--- src/rtl/ram_req_ctrl_if.sv ---
// Request, response and RAM-port bundle for ram_req_ctrl.
// The slave modport is the controller's view; the master modport is the environment's.
interface ram_req_ctrl_if #(
  parameter int DATA_WIDTH = 8,
  parameter int ADDR_WIDTH = 4
);
  logic                  req_valid;
  logic                  req_ready;
  logic                  req_we;
  logic [ADDR_WIDTH-1:0] req_addr;
  logic [DATA_WIDTH-1:0] req_wdata;
  logic                  rsp_valid;
  logic                  rsp_ready;
  logic [DATA_WIDTH-1:0] rsp_rdata;
  logic                  ram_en;
  logic                  ram_we;
  logic [ADDR_WIDTH-1:0] ram_addr;
  logic [DATA_WIDTH-1:0] ram_din;
  logic [DATA_WIDTH-1:0] ram_dout;

  modport slave (
    input  req_valid, req_we, req_addr, req_wdata, rsp_ready, ram_dout,
    output req_ready, rsp_valid, rsp_rdata, ram_en, ram_we, ram_addr, ram_din
  );

  modport master (
    output req_valid, req_we, req_addr, req_wdata, rsp_ready, ram_dout,
    input  req_ready, rsp_valid, rsp_rdata, ram_en, ram_we, ram_addr, ram_din
  );
endinterface

--- src/rtl/ram_req_ctrl.sv ---
// Owns the port of a single-port sync RAM: init sweep after reset/clr, then
// services a read/write request stream with a 2-entry in-order read response buffer.
module ram_req_ctrl #(
  parameter int                    DATA_WIDTH = 8,
  parameter int                    ADDR_WIDTH = 4,
  parameter logic [DATA_WIDTH-1:0] INIT_VAL   = '0
) (
  input  logic            clk,
  input  logic            rst_n,
  input  logic            clr,
  output logic            init_done,
  ram_req_ctrl_if.slave   bus
);

  typedef enum logic [1:0] {S_INIT, S_RUN, S_DRAIN} state_t;

  state_t                state, state_next;
  logic [ADDR_WIDTH-1:0] init_cnt;
  logic                  inflight;
  logic [DATA_WIDTH-1:0] buf_mem [2];
  logic                  wr_ptr, rd_ptr;
  logic [1:0]            rsp_count;
  logic                  rsp_pop, rsp_push, rd_accept, ready_c;
  logic [2:0]            credit;

  assign bus.rsp_valid = (rsp_count != 2'd0);
  assign bus.rsp_rdata = buf_mem[rd_ptr];
  assign bus.req_ready = ready_c;
  assign rsp_pop       = bus.rsp_valid && bus.rsp_ready;
  assign rsp_push      = inflight;
  // Occupancy once this cycle settles; a new read needs a free slot for its eventual capture.
  assign credit        = {1'b0, rsp_count} + {2'b00, inflight} - {2'b00, rsp_pop};

  always_comb begin
    state_next   = state;
    init_done    = 1'b0;
    ready_c      = 1'b0;
    bus.ram_en   = 1'b0;
    bus.ram_we   = 1'b0;
    bus.ram_addr = '0;
    bus.ram_din  = '0;
    case (state)
      S_INIT: begin
        bus.ram_en   = 1'b1;
        bus.ram_we   = 1'b1;
        bus.ram_addr = init_cnt;
        bus.ram_din  = INIT_VAL;
        if (&init_cnt) state_next = S_RUN;
      end
      S_RUN: begin
        init_done = 1'b1;
        if (clr) begin
          state_next = inflight ? S_DRAIN : S_INIT;
        end else begin
          ready_c = bus.req_we ? 1'b1 : (credit < 3'd2);
          if (bus.req_valid && ready_c) begin
            bus.ram_en   = 1'b1;
            bus.ram_we   = bus.req_we;
            bus.ram_addr = bus.req_addr;
            bus.ram_din  = bus.req_wdata;
          end
        end
      end
      S_DRAIN: state_next = S_INIT;
      default: state_next = S_INIT;
    endcase
    // The RAM has no reset of its own, so keep its port quiet while held in reset.
    if (!rst_n) begin
      bus.ram_en   = 1'b0;
      bus.ram_we   = 1'b0;
      bus.ram_addr = '0;
      bus.ram_din  = '0;
    end
  end

  assign rd_accept = bus.ram_en && !bus.ram_we && (state == S_RUN);

  always_ff @(posedge clk or negedge rst_n) begin
    if (!rst_n) begin
      state     <= S_INIT;
      init_cnt  <= '0;
      inflight  <= 1'b0;
      wr_ptr    <= 1'b0;
      rd_ptr    <= 1'b0;
      rsp_count <= 2'd0;
    end else begin
      state     <= state_next;
      init_cnt  <= (state == S_INIT) ? init_cnt + 1'b1 : '0;
      inflight  <= rd_accept;
      if (rsp_push) wr_ptr <= ~wr_ptr;
      if (rsp_pop)  rd_ptr <= ~rd_ptr;
      rsp_count <= rsp_count + {1'b0, rsp_push} - {1'b0, rsp_pop};
    end
  end

  always_ff @(posedge clk) begin
    if (rsp_push) buf_mem[wr_ptr] <= bus.ram_dout;
  end

endmodule

--- src/flat_wrapper.sv ---
// flat-port wrapper written by rule: the top's interface ports become plain ports
module ram_req_ctrl_flat 
#(
  parameter int                    DATA_WIDTH = 8,
  parameter int                    ADDR_WIDTH = 4,
  parameter logic [DATA_WIDTH-1:0] INIT_VAL   = '0
)
  (clk, rst_n, clr, init_done, bus_req_valid, bus_req_we, bus_req_addr, bus_req_wdata, bus_rsp_ready, bus_ram_dout, bus_req_ready, bus_rsp_valid, bus_rsp_rdata, bus_ram_en, bus_ram_we, bus_ram_addr, bus_ram_din);
  ram_req_ctrl_if #(.DATA_WIDTH(DATA_WIDTH), .ADDR_WIDTH(ADDR_WIDTH)) bus_i ();
  input  logic clk;
  input  logic rst_n;
  input  logic clr;
  output logic init_done;
  input wire logic [$bits(bus_i.req_valid)-1:0] bus_req_valid;
  input wire logic [$bits(bus_i.req_we)-1:0] bus_req_we;
  input wire logic [$bits(bus_i.req_addr)-1:0] bus_req_addr;
  input wire logic [$bits(bus_i.req_wdata)-1:0] bus_req_wdata;
  input wire logic [$bits(bus_i.rsp_ready)-1:0] bus_rsp_ready;
  input wire logic [$bits(bus_i.ram_dout)-1:0] bus_ram_dout;
  output wire logic [$bits(bus_i.req_ready)-1:0] bus_req_ready;
  output wire logic [$bits(bus_i.rsp_valid)-1:0] bus_rsp_valid;
  output wire logic [$bits(bus_i.rsp_rdata)-1:0] bus_rsp_rdata;
  output wire logic [$bits(bus_i.ram_en)-1:0] bus_ram_en;
  output wire logic [$bits(bus_i.ram_we)-1:0] bus_ram_we;
  output wire logic [$bits(bus_i.ram_addr)-1:0] bus_ram_addr;
  output wire logic [$bits(bus_i.ram_din)-1:0] bus_ram_din;
  assign bus_i.req_valid = bus_req_valid;
  assign bus_i.req_we = bus_req_we;
  assign bus_i.req_addr = bus_req_addr;
  assign bus_i.req_wdata = bus_req_wdata;
  assign bus_i.rsp_ready = bus_rsp_ready;
  assign bus_i.ram_dout = bus_ram_dout;
  assign bus_req_ready = bus_i.req_ready;
  assign bus_rsp_valid = bus_i.rsp_valid;
  assign bus_rsp_rdata = bus_i.rsp_rdata;
  assign bus_ram_en = bus_i.ram_en;
  assign bus_ram_we = bus_i.ram_we;
  assign bus_ram_addr = bus_i.ram_addr;
  assign bus_ram_din = bus_i.ram_din;
  ram_req_ctrl #(.DATA_WIDTH(DATA_WIDTH), .ADDR_WIDTH(ADDR_WIDTH), .INIT_VAL(INIT_VAL)) u_core (.clk(clk), .rst_n(rst_n), .clr(clr), .init_done(init_done), .bus(bus_i));
endmodule
--- config.mk ---
export PLATFORM = sky130hd
export DESIGN_NAME = ram_req_ctrl_flat
export DESIGN_NICKNAME = d
export VERILOG_FILES = /design/src/rtl/ram_req_ctrl_if.sv /design/src/rtl/ram_req_ctrl.sv /design/src/flat_wrapper.sv
export SDC_FILE = /design/constraint.sdc
export NUM_CORES = 1
export LEC_CHECK = 0
export BUFFER_PORTS_ARGS = -buffer_cell sky130_fd_sc_hd__buf_2
export CAP_MARGIN = 20
export CORE_MARGIN = 2
export CORE_UTILIZATION = 35
export DETAILED_ROUTE_END_ITERATION = 6
export GPL_TIMING_DRIVEN = 0
export PLACE_DENSITY = 0.69
export SYNTH_ARGS = -nofsm -noshare
export SYNTH_HDL_FRONTEND = slang
export SYNTH_SLANG_ARGS = --single-unit
--- constraint.sdc ---
create_clock -name clk -period 3.53 [get_ports clk]
set_clock_uncertainty 0.05 [all_clocks]
set_input_delay 0.1765 -clock clk [delete_from_list [all_inputs] [get_ports clk]]
set_output_delay 0.1765 -clock clk [all_outputs]
set_load 0.01 [all_outputs]
== Yosys cells after proc, flatten, opt, wreduce, memory -nomap -nowiden ==
Memories as Yosys holds them, arrays and structs flattened.
Cells that the tools add are included.
Widths: inputs -> output; s select.
Word-level totals
  memory bits (writable): 16
  word-level logic and storage cells: 54
  output and inout bits: 25
  memories: 1
  input bits: 26
  register bits after elaboration: 11
Memory list
  u_core.buf_mem: words 2, width 8, rd ports 1, clocked after Yosys merged registers in 0, wr ports 1, RTL line ram_req_ctrl.sv:20  | logic [DATA_WIDTH-1:0] buf_mem [2];
Operators by class
  equal/unequal tests: 3
  add/sub/neg operators: 5
  mux-type cells: 27
  reduce and logical (&&, ||, !) cells: 9
  magnitude comparators: 1
  bitwise logic cells: 2
Operators with widths (count)
  $mux 8: 4
  $mux 4: 4
  $mux 1: 12
  $pmux 4 s2: 1
  $mux 2: 3
  $add 4x1->4 const B: 1
  $logic_and 1x1->1: 4
  $pmux 1 s2: 2
  $pmux 2 s2: 1
  $reduce_and 4->1: 1
  $add 2x1->3: 1
  $lt 3x2->1 const B: 1
  $sub 3x1->3: 1
  $add 2x1->2: 1
  $eq 2x1->1 const B: 1
  $logic_not 2->1: 1
  $ne 2x1->1 const B: 1
  $ne 2x2->1 const B: 1
  $not 1->1: 2
  $reduce_and 2->1: 1
  $reduce_bool 2->1: 1
  $sub 2x1->2: 1
  $logic_not 1->1: 1

== Longest topological paths before layout ==
  depth in word-level cells: 13
  gate-level depth with buffers: 11

== Worst setup path before layout ==
No wires, ideal clock.
  path kind: reg-to-output
  from: register u_core.rsp_count[1]
  to: output bus_ram_addr[0]
  cell stages (with the launch flop): 12
  slack: 0.739 ns
  buffers on the path: 1
  arrival: 2.564 ns
  cell sequence: dfrtp_1 -> or2_2 -> and2_1 -> ha_1 -> inv_1 -> ha_1 -> fa_1 -> xnor2_1 -> nand2_1 -> and4_1 -> buf_4 -> a32o_1
Between the ends
  cells in the longest elaborated chain, start to end: 10
  elaborated cells between the ends (all ways): 11
  classes of those cells: add/sub: 2; order compare: 1; mux: 5; reduce/logical: 3
RTL lines
  start, declared: RTL line ram_req_ctrl.sv:22  | logic [1:0] rsp_count;
  start signal, assigned: RTL line ram_req_ctrl.sv:92  | rsp_count <= rsp_count + {1'b0, rsp_push} - {1'b0, rsp_pop};
  $reduce_bool 2->1: RTL line ram_req_ctrl.sv:26  | assign bus.rsp_valid = (rsp_count != 2'd0);
  named net bus_rsp_valid: RTL line flat_wrapper.sv:21  | output wire logic [$bits(bus_i.rsp_valid)-1:0] bus_rsp_valid;
  $logic_and 1x1->1: RTL line ram_req_ctrl.sv:29  | assign rsp_pop = bus.rsp_valid && bus.rsp_ready;
  named net u_core.rsp_pop: RTL line ram_req_ctrl.sv:23  | logic rsp_pop, rsp_push, rd_accept, ready_c;
  $sub 3x1->3: RTL line ram_req_ctrl.sv:32  | assign credit = {1'b0, rsp_count} + {2'b00, inflight} - {2'b00, rsp_pop};
  $lt 3x2->1: RTL line ram_req_ctrl.sv:55  | ready_c = bus.req_we ? 1'b1 : (credit < 3'd2);
  $mux 1: RTL line ram_req_ctrl.sv:55
  $logic_and 1x1->1: RTL line ram_req_ctrl.sv:56  | if (bus.req_valid && ready_c) begin
  $mux 4: RTL line ram_req_ctrl.sv:56
  $mux 4: RTL line ram_req_ctrl.sv:52  | if (clr) begin
  $pmux 4 s2: RTL line ram_req_ctrl.sv:42  | case (state)
  $mux 4: RTL line ram_req_ctrl.sv:68  | if (!rst_n) begin
  end, declared: RTL line flat_wrapper.sv:25  | output wire logic [$bits(bus_i.ram_addr)-1:0] bus_ram_addr;
The timed path passes the listed nets, and every way through them passes these cells.

== Worst setup path after layout ==
  from: register u_core.rsp_count[1]
  to: output bus_ram_addr[3]
Between the ends
  cells in the longest elaborated chain, start to end: 10
  elaborated cells between the ends (all ways): 11
  classes of those cells: add/sub: 2; order compare: 1; mux: 5; reduce/logical: 3
RTL lines (RTL line)
  $reduce_bool 2->1: ram_req_ctrl.sv:26
  $logic_and 1x1->1: ram_req_ctrl.sv:29
  named net u_core.rsp_pop: ram_req_ctrl.sv:23
  $sub 3x1->3: ram_req_ctrl.sv:32
  $lt 3x2->1: ram_req_ctrl.sv:55
  $mux 1: ram_req_ctrl.sv:55
  $logic_and 1x1->1: ram_req_ctrl.sv:56
  $mux 4: ram_req_ctrl.sv:56
  $mux 4: ram_req_ctrl.sv:52
  $pmux 4 s2: ram_req_ctrl.sv:42
  $mux 4: ram_req_ctrl.sv:68
The timed path passes the listed nets, and every way through them passes these cells.

==> results.cfg <==
[die]
die_x_um = 63.2
core-area_um2 = 3360
pin_count = 51
die_area_um2 = 3990
initial_core_util = 0.365
row_count = 21
die_h_um = 63.2

[power]
p_leak_nw = 0.773
peakVddDrop_uv = 236
p_per_area_nw_per_um2 = 551
power_w = 0.000913

[sta]
fin_setup_tns_ps = 0
slew_headroom = 0.546
setup_viol = 0
period_minus_slack_ps = 3330
fin_hold_ws_ps = 106
tightest_slew_ps = 679
min_period_over_period = 0.942
report.final.slew_viol_count = 0
grt_setup_unrepaired = no
max_freq_ghz = 0.301
hold_viol = 0

[place]
dpl.hpwl_um = 1810
gp_congestion = 0.724
port_buffers = 50

[clock_network]
clock-sinks = 27
htreeDepth = 1
root_buffer = clkbuf_4
cts-buffers-inserted = 3
worstSkewPairLatency_ps = 310
tritoncts = done
clockBufferDepth = 2
clkTransAtPathRegs_ps = 130

[routing]
dr_total_vias = 901
vias_per_cell = 4.53
ant_nets = 0
dr.pass1.iters = 2
routed_wl_um = 2370
drc = 0
drtIter0Drc = 10
avgRoutedWirePerCell_um = 11.9

[synthesis]
synthArstFlopShare = 0.407
synthesis.nets = 120
yosysUniqueCellTypes = 27
ys.flop_type = edfxtp_1
syn_area_per_cell_um2 = 13.6
syn_area_um2 = 1230
ys_seq_elements = 27
synth_cells = 90
synth-edff-count = 16
yosysWarnings = 0
synth-seq-area-share = 0.616

[worst_hold_path]
hold_path.class = primary input to flip-flop
hold_path_end = u_core.state[1]
min-delay-start = clr
holdPathStages = 2

[worst_setup_path]
required_ps = 3300
r2r-end = u_core.inflight
cp-start-kind = flip-flop
reg2regPathDepth = 10
path_class = flip-flop to primary output
r2r-start = u_core.rsp_count[1]
critical_path_arrival_ps = 3100
crit_fanout = 10
end_kind = primary output
r2r_slack_ps = 930

[global_route]
track_usage = 0.125
grt_pass1_vias = 935
antenna_found_initial = 0
grt-ovfl-total = 0
grt_pass1_wl_um = 4020
grt_max_degree = 18

[layout]
multi_input_area_um2 = 448
diodes = 0
nets = 184
fillers = 347
drive_gt1_frac = 0.431
seq_area_um2 = 756
area_growth_pct = 35.2

[status]
outcome = finished clean

[job]
maxCapViolations = 0
## how the worst max path moves through the flow
stage | cells past startpoint | slack [ps] | from | to
2_1_floorplan | 11 | 740 | u_core.rsp_count[1] | bus_ram_addr[0]
3_3_place_gp | 12 | 560 | u_core.rsp_count[1] | bus_ram_addr[3]
3_5_place_dp | 12 | 550 | u_core.rsp_count[1] | bus_ram_addr[3]
4_1_cts | 12 | 180 | u_core.rsp_count[1] | bus_ram_addr[3]
5_1_grt | 12 | 8 | u_core.rsp_count[1] | bus_ram_addr[3]
6_report | 12 | 200 | u_core.rsp_count[1] | bus_ram_addr[3]
## per-layer routing
metal  routed length, um  GRT usage
met1                1030      0.159
met2                1210      0.227
met3                 134     0.0232
met4                   0     0.0190
met5                   0          0
## kinds of logic (layout without fill, tap and decap cells)
family                     after synthesis  count (layout)  synth area share
xor gates and xnor gates                 5               5            0.0357
buffers and inverters                    7              70            0.0245
AOI/OAI and AO/OA                        8               8            0.0541
DFF                                     27              27             0.616
muxes                                    8               8            0.0735
and+or+nand+nor                         31              31             0.149
adders and majority gates                4               4            0.0469
## placed cells by master (no fill, tap or decap), drive strengths merged, types with 5 or more instances in the layout
master        n
dlygate4sd3   9
buf          51
clkbuf        5
edfxtp       16
inv           5
and2         11
dfrtp        11
mux2          8
## Yosys cell counts, drive strengths merged, types with 2 or more instances
master,number,share of area
a21oi,3,0.012
inv,5,0.015
xnor2,2,0.014
xor2,3,0.021
nor2,3,0.0092
and3,2,0.010
nand3,2,0.0082
and2,11,0.056
nor3,3,0.012
edfxtp,16,0.39
nand2,3,0.0092
mux2,8,0.073
dfrtp,11,0.22
a32o,3,0.024
ha,3,0.031
## where the power goes
part / internal (W) / switching [W]
sequential: 0.000384 / 0.0000448
clock: 0.0000441 / 0.0000813
combinational: 0.000187 / 0.000172
## sequential cells by signal, summed over array words and instances, names as in the netlist
register,count
u_core.init_cnt,4
u_core.state,2
u_core.buf_mem,16
u_core.rsp_count,2
u_core.inflight,1
u_core.rd_ptr,1
u_core.wr_ptr,1
## area by class of cell
cell class | count | share of cell area
timing repair buffer | 59 | 0.205
buffer | 2 | 0.00679
tap | 46 | 0.0347
clock buffer | 4 | 0.0158
multi-input combinational | 56 | 0.270
inverter | 5 | 0.0113
sequential | 27 | 0.456
## critical path: stages (launching register included)
cell and delay, ps:
dfrtp_1 440, or2_2 310, and2_1 180, ha_1 280, inv_1 40, ha_1 180, fa_1 400, xnor2_2 140
nand2_1 110, and4_1 220, buf_4 160, a32o_1 210, buf_2 140
## what timing repair did
action,in CTS,in global routing
setup buffers,0,0
resized for setup,0,1
endpoints found under the setup margin,0,3
endpoints found under the hold margin,27,0
hold buffers,9,0
## through the flow
stage	std cells	setup slack [ps]	util	area (um^2)
after floorplan	90	739	-	1230
after global placement	186	560	0.456	1530
after detailed placement	186	547	0.456	1530
after CTS	199	181	0.491	1650
after global routing	199	7.99	0.493	1660
final	199	203	0.493	1660
Note: power is estimated with default switching activity, not from simulation.
